==> src/rtl/pe_pkg.sv <==
// Shared types and sizing for the PE accumulator stage: FSM states, default widths,
// and chunk-count helpers. Pure declarations, no latency, no flow control.
package pe_pkg;

    typedef enum logic [1:0] {ACCUM, RESOLVE, OUT} state_t;

    localparam int ACC_W_DEF  = 32;
    localparam int CPA_W_DEF  = 8;
    localparam int NCHUNK_DEF = ACC_W_DEF / CPA_W_DEF;

    // Width of the chunk counter; a single-chunk build still needs one bit.
    function automatic int cnt_width(input int n);
        return (n > 1) ? $clog2(n) : 1;
    endfunction

    localparam int CNT_W_DEF = cnt_width(NCHUNK_DEF);

endpackage

==> src/rtl/csa4_2_row.sv <==
// One W-wide row of 4:2 compressor cells with the lateral c_in/c_out chain.
// Purely combinational, no backpressure. The carry output is already shifted up by one bit.
module csa4_2_row #(
    parameter int W = 32
) (
    input  logic [W-1:0] a_i,
    input  logic [W-1:0] b_i,
    input  logic [W-1:0] c_i,
    input  logic [W-1:0] d_i,
    output logic [W-1:0] sum_o,
    output logic [W-1:0] carry_o
);

    logic [W-1:0] s1;
    logic [W-1:0] cin;
    logic [W-2:0] cout;
    logic [W-2:0] cy;

    // c_out of a cell depends only on its own a,b,c, so the lateral chain never ripples.
    assign s1    = a_i ^ b_i ^ c_i;
    assign cout  = (a_i[W-2:0] & b_i[W-2:0]) | (a_i[W-2:0] & c_i[W-2:0])
                 | (b_i[W-2:0] & c_i[W-2:0]);
    assign cin   = {cout, 1'b0};
    assign sum_o = s1 ^ d_i ^ cin;
    assign cy    = (s1[W-2:0] & d_i[W-2:0]) | (s1[W-2:0] & cin[W-2:0])
                 | (d_i[W-2:0] & cin[W-2:0]);
    assign carry_o = {cy, 1'b0};

endmodule

==> src/rtl/pe_csa_accumulator.sv <==
// Carry-save accumulator with a chunked CPA. The result is valid NCHUNK+1 cycles after the last beat.
// in_ready is low outside ACCUM, and the result is held until out_ready.
module pe_csa_accumulator
    import pe_pkg::*;
#(
    parameter int ACC_W = ACC_W_DEF,
    parameter int CPA_W = CPA_W_DEF
) (
    input  logic             clock,
    input  logic             reset,
    input  logic             in_valid,
    output logic             in_ready,
    input  logic [ACC_W-1:0] in_sum,
    input  logic [ACC_W-1:0] in_carry,
    input  logic             in_last,
    output logic             out_valid,
    input  logic             out_ready,
    output logic [ACC_W-1:0] out_data,
    output logic             busy
);

    localparam int NCHUNK = ACC_W / CPA_W;
    localparam int CNT_W  = cnt_width(NCHUNK);

    state_t             state_q, state_d;
    logic [ACC_W-1:0]   acc_s_q, acc_s_d;
    logic [ACC_W-1:0]   acc_c_q, acc_c_d;
    logic [ACC_W-1:0]   res_q, res_d;
    logic [ACC_W-1:0]   out_data_q, out_data_d;
    logic [CNT_W-1:0]   cnt_q, cnt_d;
    logic               done_q, done_d;
    logic               cpa_c_q, cpa_c_d;
    logic               out_valid_q, out_valid_d;

    logic [ACC_W-1:0]   row_sum;
    logic [ACC_W-1:0]   row_carry;
    logic [CPA_W-1:0]   chunk_s;
    logic [CPA_W-1:0]   chunk_c;
    logic [CPA_W:0]     csum;

    csa4_2_row #(.W(ACC_W)) u_row (
        .a_i     (acc_s_q),
        .b_i     (acc_c_q),
        .c_i     (in_sum),
        .d_i     (in_carry),
        .sum_o   (row_sum),
        .carry_o (row_carry)
    );

    assign chunk_s   = acc_s_q[int'(cnt_q) * CPA_W +: CPA_W];
    assign chunk_c   = acc_c_q[int'(cnt_q) * CPA_W +: CPA_W];
    assign csum      = {1'b0, chunk_s} + {1'b0, chunk_c} + {{CPA_W{1'b0}}, cpa_c_q};

    assign in_ready  = (state_q == ACCUM);
    assign busy      = (state_q != ACCUM);
    assign out_valid = out_valid_q;
    assign out_data  = out_data_q;

    always_comb begin
        state_d     = state_q;
        acc_s_d     = acc_s_q;
        acc_c_d     = acc_c_q;
        res_d       = res_q;
        out_data_d  = out_data_q;
        cnt_d       = cnt_q;
        done_d      = done_q;
        cpa_c_d     = cpa_c_q;
        out_valid_d = out_valid_q;
        case (state_q)
            ACCUM: begin
                if (in_valid) begin
                    acc_s_d = row_sum;
                    acc_c_d = row_carry;
                    if (in_last) begin
                        state_d = RESOLVE;
                        cnt_d   = '0;
                        cpa_c_d = 1'b0;
                        done_d  = 1'b0;
                    end
                end
            end
            RESOLVE: begin
                // One chunk per cycle, then a final cycle to hand the resolved word to the output register.
                if (!done_q) begin
                    res_d[int'(cnt_q) * CPA_W +: CPA_W] = csum[CPA_W-1:0];
                    cpa_c_d = csum[CPA_W];
                    cnt_d   = cnt_q + 1'b1;
                    if (cnt_q == CNT_W'(NCHUNK - 1)) begin
                        done_d = 1'b1;
                    end
                end else begin
                    out_data_d  = res_q;
                    out_valid_d = 1'b1;
                    state_d     = OUT;
                end
            end
            OUT: begin
                if (out_ready) begin
                    acc_s_d     = '0;
                    acc_c_d     = '0;
                    out_valid_d = 1'b0;
                    state_d     = ACCUM;
                end
            end
            default: state_d = ACCUM;
        endcase
    end

    always_ff @(posedge clock) begin
        if (reset) begin
            state_q     <= ACCUM;
            acc_s_q     <= '0;
            acc_c_q     <= '0;
            res_q       <= '0;
            out_data_q  <= '0;
            cnt_q       <= '0;
            done_q      <= 1'b0;
            cpa_c_q     <= 1'b0;
            out_valid_q <= 1'b0;
        end else begin
            state_q     <= state_d;
            acc_s_q     <= acc_s_d;
            acc_c_q     <= acc_c_d;
            res_q       <= res_d;
            out_data_q  <= out_data_d;
            cnt_q       <= cnt_d;
            done_q      <= done_d;
            cpa_c_q     <= cpa_c_d;
            out_valid_q <= out_valid_d;
        end
    end

endmodule

==> config.mk <==
export PLATFORM = sky130hd
export DESIGN_NAME = pe_csa_accumulator
export DESIGN_NICKNAME = d
export VERILOG_FILES = /design/src/rtl/pe_pkg.sv /design/src/rtl/csa4_2_row.sv /design/src/rtl/pe_csa_accumulator.sv
export SDC_FILE = /design/constraint.sdc
export NUM_CORES = 1
export LEC_CHECK = 0
export BUFFER_PORTS_ARGS = -buffer_cell sky130_fd_sc_hd__buf_2
export CAP_MARGIN = 10
export CELL_PAD_IN_SITES_DETAIL_PLACEMENT = 1
export CELL_PAD_IN_SITES_GLOBAL_PLACEMENT = 2
export CORE_MARGIN = 4
export CORE_UTILIZATION = 30
export DETAILED_ROUTE_END_ITERATION = 8
export GPL_TIMING_DRIVEN = 0
export PLACE_DENSITY = 0.73
export SYNTH_ARGS = -nofsm -noshare
export SYNTH_HDL_FRONTEND = slang
export SYNTH_SLANG_ARGS = --single-unit
==> constraint.sdc <==
create_clock -name clock -period 3.6 [get_ports clock]
set_input_delay 0.36 -clock clock [delete_from_list [all_inputs] [get_ports clock]]
set_output_delay 0.36 -clock clock [all_outputs]
set_load 0.02 [all_outputs]
==> impl_results.md, run 1 <==
- Status: finished, final reports clean
- PwrDens: 551 nW/um^2
- DRC: 0
- Crit path DAT: 3720 ps
- CP endpoint kind: register
- Gate Count Post-Synth: 644
- Clk_skew: 9.84 ps
- RSZ-0062 raised after global routing: no
- Antenna diodes: 0
- Async S/R FF share, synth: 0
- Reg2Reg Setup Slack: 180 ps
- DR vias/cell: 5.02
- Max VDD drop: 0.273 mV
- XOR/XNOR share of the synthesized area: 0.0117
- Max_slew headroom: 0.519
- Largest net degree at the start of global routing: 17
- Seq cells post-synth: 134
- Clk sinks: 134
- GP Congestion: 0.851
- H-Tree Depth: 4
- Ports: 104
- Critical Path, Cell by Cell: clkbuf_2, clkbuf_4, mux4_2, fa_1, fa_1, a21o_1, a221oi_2, xnor2_2, a22oi_1, nor2_1
- Maxcap violations: 0
- Post-synthesis mux area share: 0.0547
- Critical path type: reg -> reg
- Routed wire length: 21.2 mm
- Antenna violations before repair: 0
- Critical path peak fanout: 10
- Worst-Margin Slew: 722 ps
- Reg clk slew, reported paths: 60 ps
- Die area: 24900 um^2
- Post-Synth Simple-Gate Area: 0.141
- Area leader, netlist: dfxtp_1
- Core area: 22000 um^2
- Grt total ovfl: 0
- Mapped cell area: 6730 um^2
- Buf+Inv Stages, Crit Path: 2
- Routed length per instance: 20.0 um
- Startpoint of the most critical hold path: out_ready
- Leakage: 3.36 nW
- Via count: 5318
- Critical path startpoint category: register
- Vias in the first global route: 5967
- Synth Area in Compound Gates: 0.151
- Avg Inst Size Synth: 10.4 um^2
- NetSw: 1.31 mW
- Power consumption: 4.56 mW
- Hold Path Class: in -> reg
- Switch share: 0.288
- CP max stage cell: fa_1
- Minimum clock period after layout: 3420 ps
- Hold Path Sink: out_valid$_SDFFE_PP0P_
- Drt pass-1 iters: 4
- CP top delay family: adder cells
- Fmax: 292 MHz
- Synthesized-area fraction occupied by adder cells: 0.212
- Post-synth EDFFs: 0
- Mapped Nets: 790
- Sequential area share after synthesis: 0.399
- CTS tree: yes
- Largest cells by area after synthesis: dfxtp_1 40%, fa_1 18%, a22oi_1 9.9%
- Die span in y: 158 um
- Post-CTS Setup Inserts: 0
- Max-slew violations: 0
- Starting Density: 0.306
- Final period util: 0.951
- Nets: 912
- Reg power frac: 0.375
- Num CTS Buffers: 17
- Die Wd: 158 um
- Final core occ: 0.377
- I/O Buffers: 103
- Clock power frac: 0.425
- Top cell type's share of synthesized area: 0.399
- Reg2Reg Depth: 10
- 1st-iter DRT viols: 288
- Routed Antenna Nets: 0
- Most frequent CP cell: fa_1
- Gate power share: 0.200
- Setup-failing EPs final: 0
- Top FF cell, synth: dfxtp_1
- Reg2reg end: res_q[14]$_SDFFE_PP0P_
- Final Hold Vio Count: 0
- WP data required: 3890 ps
- YS warnings: 0
- GRT Total Usage: 0.178
- Unique masters post-synth: 38
- Crit Reg-Reg Startpoint: cnt_q[1]$_SDFFE_PP0P_
- Fraction of layout cells with a size suffix above 1: 0.223
- Site Rows: 54
- Largest family of logic cells by synthesized area: adder cells
- Post-DP HPWL: 16.6 mm
- Clock Latency Late Sink: 430 ps
- Hold path depth: 4
- Root Buffer: clkbuf_16
- Internal: 3.24 mW
- First-pass GRT wire length: 33.5 mm
- Max clock buf depth: 2
- Area Overhead vs Synth: 23.0%
- Slowest cell delay on critical path: 470 ps
[per-stage QoR]
step           worst slack, ps  TNS (ps)  std cells  instance area (um^2)  hold WS [ps]
2_1_floorplan              202         0        644                  6730           432
3_3_place_gp              -450     -3000       1027                  7590           442
3_5_place_dp              -558     -5310       1027                  7590           446
4_1_cts                    146         0       1059                  8260           259
5_1_grt                   12.7         0       1059                  8270           285
6_report                   175         0       1059                  8270           264
[flip-flops by register name, indices dropped and copies added (netlist names)]
signal and flops:
res_q 32, done_q 1, out_valid 1, cpa_c_q 1
state_q 2, cnt_q 2, acc_c_q 31, acc_s_q 32
out_data 32
[power by group through the flow]
stage	registers [mW]	clock network, mW	logic [mW]
final	1.71	1.93	0.911
after global routing	1.73	2.04	1.04
after CTS	1.71	1.96	0.927
after detailed placement	1.74	0	0.910
after global placement	1.73	0	0.861
after floorplan	1.69	0	0.612
[Yosys cell counts (all sizes together) (2+ instances only)]
cell type,count
nor2,101
nor4b,3
o21bai,2
inv,7
and2,2
mux4,15
xor2,2
nand2b,6
mux2i,3
nand3b,7
buf,8
a21oi,45
nand2,71
a22oi,89
ha,15
clkbuf,35
fa,62
a21o,3
dfxtp,134
xnor2,7
o21ai,12
nor3,2
[placed cells by master, fill, tap and decap left out, drive strengths merged]
cell type	n
ha	15
nor4b	3
nand2b	6
nand3	1
fa	62
nor3	2
xnor2	7
nor2	101
and2	2
a221oi	1
a21o	3
buf	111
inv	9
nor2b	1
and4b	1
o211ai	1
nand3b	7
a211oi	1
xor2	2
or2	1
a22oi	89
and3b	1
mux2i	3
mux4	15
nor4	1
and3	1
and4bb	1
dfxtp	134
clkinvlp	2
o21ai	12
bufinv	5
o21bai	2
a21oi	45
clkinv	2
nor3b	1
or2b	1
clkbuf	56
nand2	71
[repair_timing]
| item | CTS | global route |
|---|---|---|
| setup endpoints to repair | 21 | 1 |
| gates resized for setup | 8 | 1 |
| hold buffers | 0 | 0 |
[cell type report]
type	count	area (um^2)
clock inverters	11	196
clock buffers	21	450
plain buffers	43	186
inverters	7	26.3
repair buffers	103	515
flip-flops and latches	134	2680
multi-input cells	460	3860
well taps	280	350
fillers	2486	13700
[metal layers]
| layer | track usage | up-vias | routed length, um |
|---|---|---|---|
| met4 | 0.0475 | 0 | 323 |
| met3 | 0.0416 | 23 | 942 |
| met1 | 0.220 | 2672 | 9250 |
| li1 | - | 2484 | - |
| met2 | 0.311 | 139 | 10700 |
| met5 | 0 | - | 0 |
[kinds of logic after synthesis]
family                     count (synthesis)
and+or+nand+nor                          202
AOI/OAI and AO/OA                        154
DFF                                      134
adders and majority gates                 77
buffers and inverters                     50
muxes                                     18
xor gates and xnor gates                   9
[worst reg2reg max path, stage by stage, from the launching register on]
cell and delay [ps]:
dfxtp_1 390, clkbuf_2 290, clkbuf_4 300, mux4_2 360, fa_1 470, fa_1 420, a21o_1 220, a221oi_2 360
xnor2_2 200, a22oi_1 230, nor2_1 60
[worst max path at each step]
stage,cells past startpoint,startpoint,endpoint,slack [ps]
finish,10,cnt_q[1]$_SDFFE_PP0P_,res_q[14]$_SDFFE_PP0P_,180
global route,12,cnt_q[1]$_SDFFE_PP0P_,res_q[14]$_SDFFE_PP0P_,10
CTS,10,cnt_q[1]$_SDFFE_PP0P_,res_q[14]$_SDFFE_PP0P_,150
detailed placement,12,cnt_q[1]$_SDFFE_PP0P_,res_q[6]$_SDFFE_PP0P_,-560
global placement,12,cnt_q[1]$_SDFFE_PP0P_,res_q[6]$_SDFFE_PP0P_,-450
floorplan,9,cnt_q[0]$_SDFFE_PP0P_,res_q[30]$_SDFFE_PP0P_,200
Power figures use the tool's default switching activity.
==> run 2, diff against run 1 <==
--- a/config.mk
+++ b/config.mk
@@ -5,6 +5,7 @@
 export SDC_FILE = /design/constraint.sdc
 export NUM_CORES = 1
 export LEC_CHECK = 0
+export ABC_AREA = 1
 export BUFFER_PORTS_ARGS = -buffer_cell sky130_fd_sc_hd__buf_2
 export CAP_MARGIN = 10
 export CELL_PAD_IN_SITES_DETAIL_PLACEMENT = 1
@@ -13,7 +14,7 @@
 export CORE_UTILIZATION = 30
 export DETAILED_ROUTE_END_ITERATION = 8
 export GPL_TIMING_DRIVEN = 0
-export PLACE_DENSITY = 0.73
+export PLACE_DENSITY = 0.77
 export SYNTH_ARGS = -nofsm -noshare
 export SYNTH_HDL_FRONTEND = slang
 export SYNTH_SLANG_ARGS = --single-unit
==> run 2 against run 1 <==
Effect of this change: clock skew rose by 5.2 ps; combinational power up 13%; utilization is 0.19 points lower; die area up 3.6%; cell area grew 3.2%; synthesized area increased by 3.8%; first-iteration DRC count up 3.1%; register-to-register slack better by 50 ps; via count increased by 15%; clock power about the same; critical path depth increased by 6; routed wire length grew 7.2%; critical endpoint is now res_q[30]$_SDFFE_PP0P_; highest routed layer unchanged.
==> impl_results.md, run 2 <==
- Area Overhead vs Synth: 22.3% (was 23.0%)
- YS warnings: 0 (unchanged)
- Minimum clock period after layout: 3380 ps (was 3420 ps)
- Max-slew violations: 0 (unchanged)
- Starting Density: 0.306 (about the same)
- WP data required: 3960 ps (was 3890 ps)
- Die Wd: 161 um (was 158 um)
- Post-synth EDFFs: 0 (unchanged)
- Antenna diodes: 0 (unchanged)
- Post-synthesis mux area share: 0 (was 0.0547)
- Fraction of layout cells with a size suffix above 1: 0.176 (was 0.223)
- CP endpoint kind: register (unchanged)
- Final Hold Vio Count: 0 (unchanged)
- Post-Synth Simple-Gate Area: 0.220 (was 0.141)
- FF/Latch Area: 2680 um^2 (about the same)
- Clock Latency Late Sink: 440 ps (was 430 ps)
- Worst-Margin Slew: 754 ps (was 722 ps)
- Startpoint of the most critical hold path: out_ready (unchanged)
- DR vias/cell: 4.75 (was 5.02)
- Clk_skew: 15.0 ps (was 9.84 ps)
- Crit Reg-Reg Startpoint: cnt_q[0]$_SDFFE_PP0P_ (was cnt_q[1]$_SDFFE_PP0P_)
- Reg clk slew, reported paths: 60 ps (about the same)
- Max_slew headroom: 0.498 (was 0.519)
- Fill cells: 2790 (was 2486)
- Setup-failing EPs final: 0 (unchanged)
- Drt pass-1 iters: 4 (unchanged)
- Dpl cells: 1250 (was 1027)
- Fmax: 296 MHz (was 292 MHz)
- DRC: 0 (unchanged)
- Post-CTS Setup Inserts: 0 (unchanged)
- Avg Inst Size Synth: 8.36 um^2 (was 10.4 um^2)
- Nets: 1102 (was 912)
- Num CTS Buffers: 17 (unchanged)
- H-Tree Depth: 4 (unchanged)
- Hold Path Sink: state_q[1]$_SDFFE_PP0P_ (was out_valid$_SDFFE_PP0P_)
- Crit path DAT: 3740 ps (was 3720 ps)
- Most frequent cells in the layout: 237 x nand2_1, 134 x a21oi_1, 134 x dfxtp_1 (was 133 x dfxtp_1, 110 x buf_2, 101 x nor2_1)
- Dpl ws: 135 ps (was -558 ps)
- Top cell type's share of synthesized area: 0.384 (was 0.399)
- PwrDens: 551 nW/um^2 (about the same)
- Site Rows: 55 (was 54)
- I/O Buffers: 102 (was 103)
- Unique masters post-synth: 34 (was 38)
- Status: finished, final reports clean (unchanged)
- Synth Area in Compound Gates: 0.137 (was 0.151)
- Die span in y: 161 um (was 158 um)
- Routed Antenna Nets: 0 (unchanged)
- 1st-iter DRT viols: 297 (was 288)
- Reg2Reg Depth: 16 (was 10)
- Root Buffer: clkbuf_16 (unchanged)
- Gate Count Post-Synth: 835 (was 644)
- Reg2Reg Setup Slack: 220 ps (was 180 ps)
- Post-DP HPWL: 17.8 mm (was 16.6 mm)
- Area leader, netlist: dfxtp_1 (unchanged)
- Multi-input gate area: 3970 um^2 (was 3860 um^2)
- First-pass GRT wire length: 36.2 mm (was 33.5 mm)
- Commonest non-fill, non-tap cell in the layout: nand2_1 (was dfxtp_1)
- Critical path startpoint category: register (unchanged)
- Sequential area share after synthesis: 0.384 (was 0.399)
- Ports: 104 (unchanged)
- Seq cells post-synth: 134 (unchanged)
- Max clock buf depth: 2 (unchanged)
- Final period util: 0.938 (was 0.951)
- Finished Layout Cells: 1282 (was 1059)
- Critical path peak fanout: 12 (was 10)
- Critical path type: reg -> reg (unchanged)
- Hold path depth: 4 (unchanged)
- Mapped Nets: 981 (was 790)
- Die area: 25800 um^2 (was 24900 um^2)
- Max VDD drop: 0.273 mV (about the same)
- Routed wire length: 22.7 mm (was 21.2 mm)
- Largest cells by area after synthesis: dfxtp_1 38%, fa_1 18%, nand2_1 13% (was dfxtp_1 40%, fa_1 18%, a22oi_1 9.9%)
- Antenna violations before repair: 0 (unchanged)
- Final worst slack: 222 ps (was 175 ps)
- Async S/R FF share, synth: 0 (unchanged)
- Top FF cell, synth: dfxtp_1 (unchanged)
- Largest family of logic cells by synthesized area: simple AND/OR/NAND/NOR gates (was adder cells)
- Vias in the first global route: 6562 (was 5967)
- Synth cell count leaders: 237 x nand2_1, 134 x a21oi_1, 134 x dfxtp_1 (was 134 x dfxtp_1, 101 x nor2_1, 89 x a22oi_1)
- XOR/XNOR share of the synthesized area: 0.00627 (was 0.0117)
- GRT Total Usage: 0.180 (was 0.178)
- GP Congestion: 0.920 (was 0.851)
- Largest net degree at the start of global routing: 17 (unchanged)
- Hold Path Class: in -> reg (unchanged)
- Synthesized-area fraction occupied by adder cells: 0.205 (was 0.212)
- Clk sinks: 134 (unchanged)
- Most common cell in the netlist: nand2_1 (was dfxtp_1)
- Reg2reg end: res_q[30]$_SDFFE_PP0P_ (was res_q[14]$_SDFFE_PP0P_)
- Via count: 6094 (was 5318)
- Maxcap violations: 0 (unchanged)
- Grt total ovfl: 0 (unchanged)
- Core area: 22800 um^2 (was 22000 um^2)
- CTS tree: yes (unchanged)
- Leakage: 3.46 nW (was 3.36 nW)
- Routed length per instance: 17.7 um (was 20.0 um)
- Mapped cell area: 6980 um^2 (was 6730 um^2)
-- run 2: metrics by stage --
stage                     utilization  total power [mW]  setup TNS (ps)  hold slack [ps]  instance area (um^2)
after floorplan                     -              2.43               0              445                  6980
after global placement          0.346              2.78               0              448                  7880
after detailed placement        0.346              2.81               0              451                  7880
after CTS                       0.374              4.76               0              197                  8530
after global routing            0.375              5.00           -4.61              221                  8530
final                           0.375              4.70               0              205                  8530
-- run 2: cell type report --
cell class / instances / area share
clock inverters: 15 / 0.0257
flip-flops and latches: 134 / 0.314
well taps: 313 / 0.0459
clock buffers: 17 / 0.0498
repair buffers: 102 / 0.0598
inverters: 26 / 0.0114
multi-input cells: 626 / 0.465
plain buffers: 49 / 0.0276
-- run 2: logic make-up (layout without fill, tap and decap cells) --
kind of cell | after synthesis | in the layout
AO/OA/AOI/OAI | 185 | 185
XOR/XNOR | 5 | 5
adder cells (fa/ha/maj) | 77 | 77
buffers and inverters | 75 | 209
flip-flops | 134 | 134
AND/OR/NAND/NOR | 359 | 359
-- run 2: how the worst max path moves through the flow --
stage	start	to	cells past startpoint
final	cnt_q[0]$_SDFFE_PP0P_	res_q[30]$_SDFFE_PP0P_	16
after global routing	cnt_q[0]$_SDFFE_PP0P_	res_q[30]$_SDFFE_PP0P_	16
after CTS	cnt_q[0]$_SDFFE_PP0P_	res_q[28]$_SDFFE_PP0P_	13
after detailed placement	cnt_q[0]$_SDFFE_PP0P_	res_q[28]$_SDFFE_PP0P_	13
after global placement	cnt_q[0]$_SDFFE_PP0P_	res_q[28]$_SDFFE_PP0P_	13
after floorplan	cnt_q[0]$_SDFFE_PP0P_	res_q[28]$_SDFFE_PP0P_	13
-- run 2: power breakdown --
part	switching (mW)	total (mW)	internal (mW)
Clock	0.759	1.94	1.18
Sequential	0.146	1.74	1.59
Combinational	0.620	1.03	0.408
Total	1.52	4.70	3.18
-- run 2: what timing repair did --
| item | in CTS | in global routing |
|---|---|---|
| hold buffers | 0 | 0 |
| endpoints found under the setup margin | 0 | 4 |
| resized for setup | 0 | 1 |
-- run 2: metal layers --
layer	vias to the layer above	GRT usage	routed length, um
li1	2994	-	-
met2	102	0.321	11700
met5	-	0	0
met4	0	0.0469	291
met1	2978	0.226	10000
met3	20	0.0308	737
-- run 2: critical path: stages (launching register included) --
cell and delay [ps]:
dfxtp_1 680, inv_1 120, buf_2 230, buf_2 230, nor2_1 120, o22ai_1 140, fa_1 450, fa_1 420
nand2_1 90, nand2_1 60, nand3_1 100, nand2_1 70, nand2_1 130, nand3_1 80, nor2_1 190, nand2_1 90
a21oi_1 120
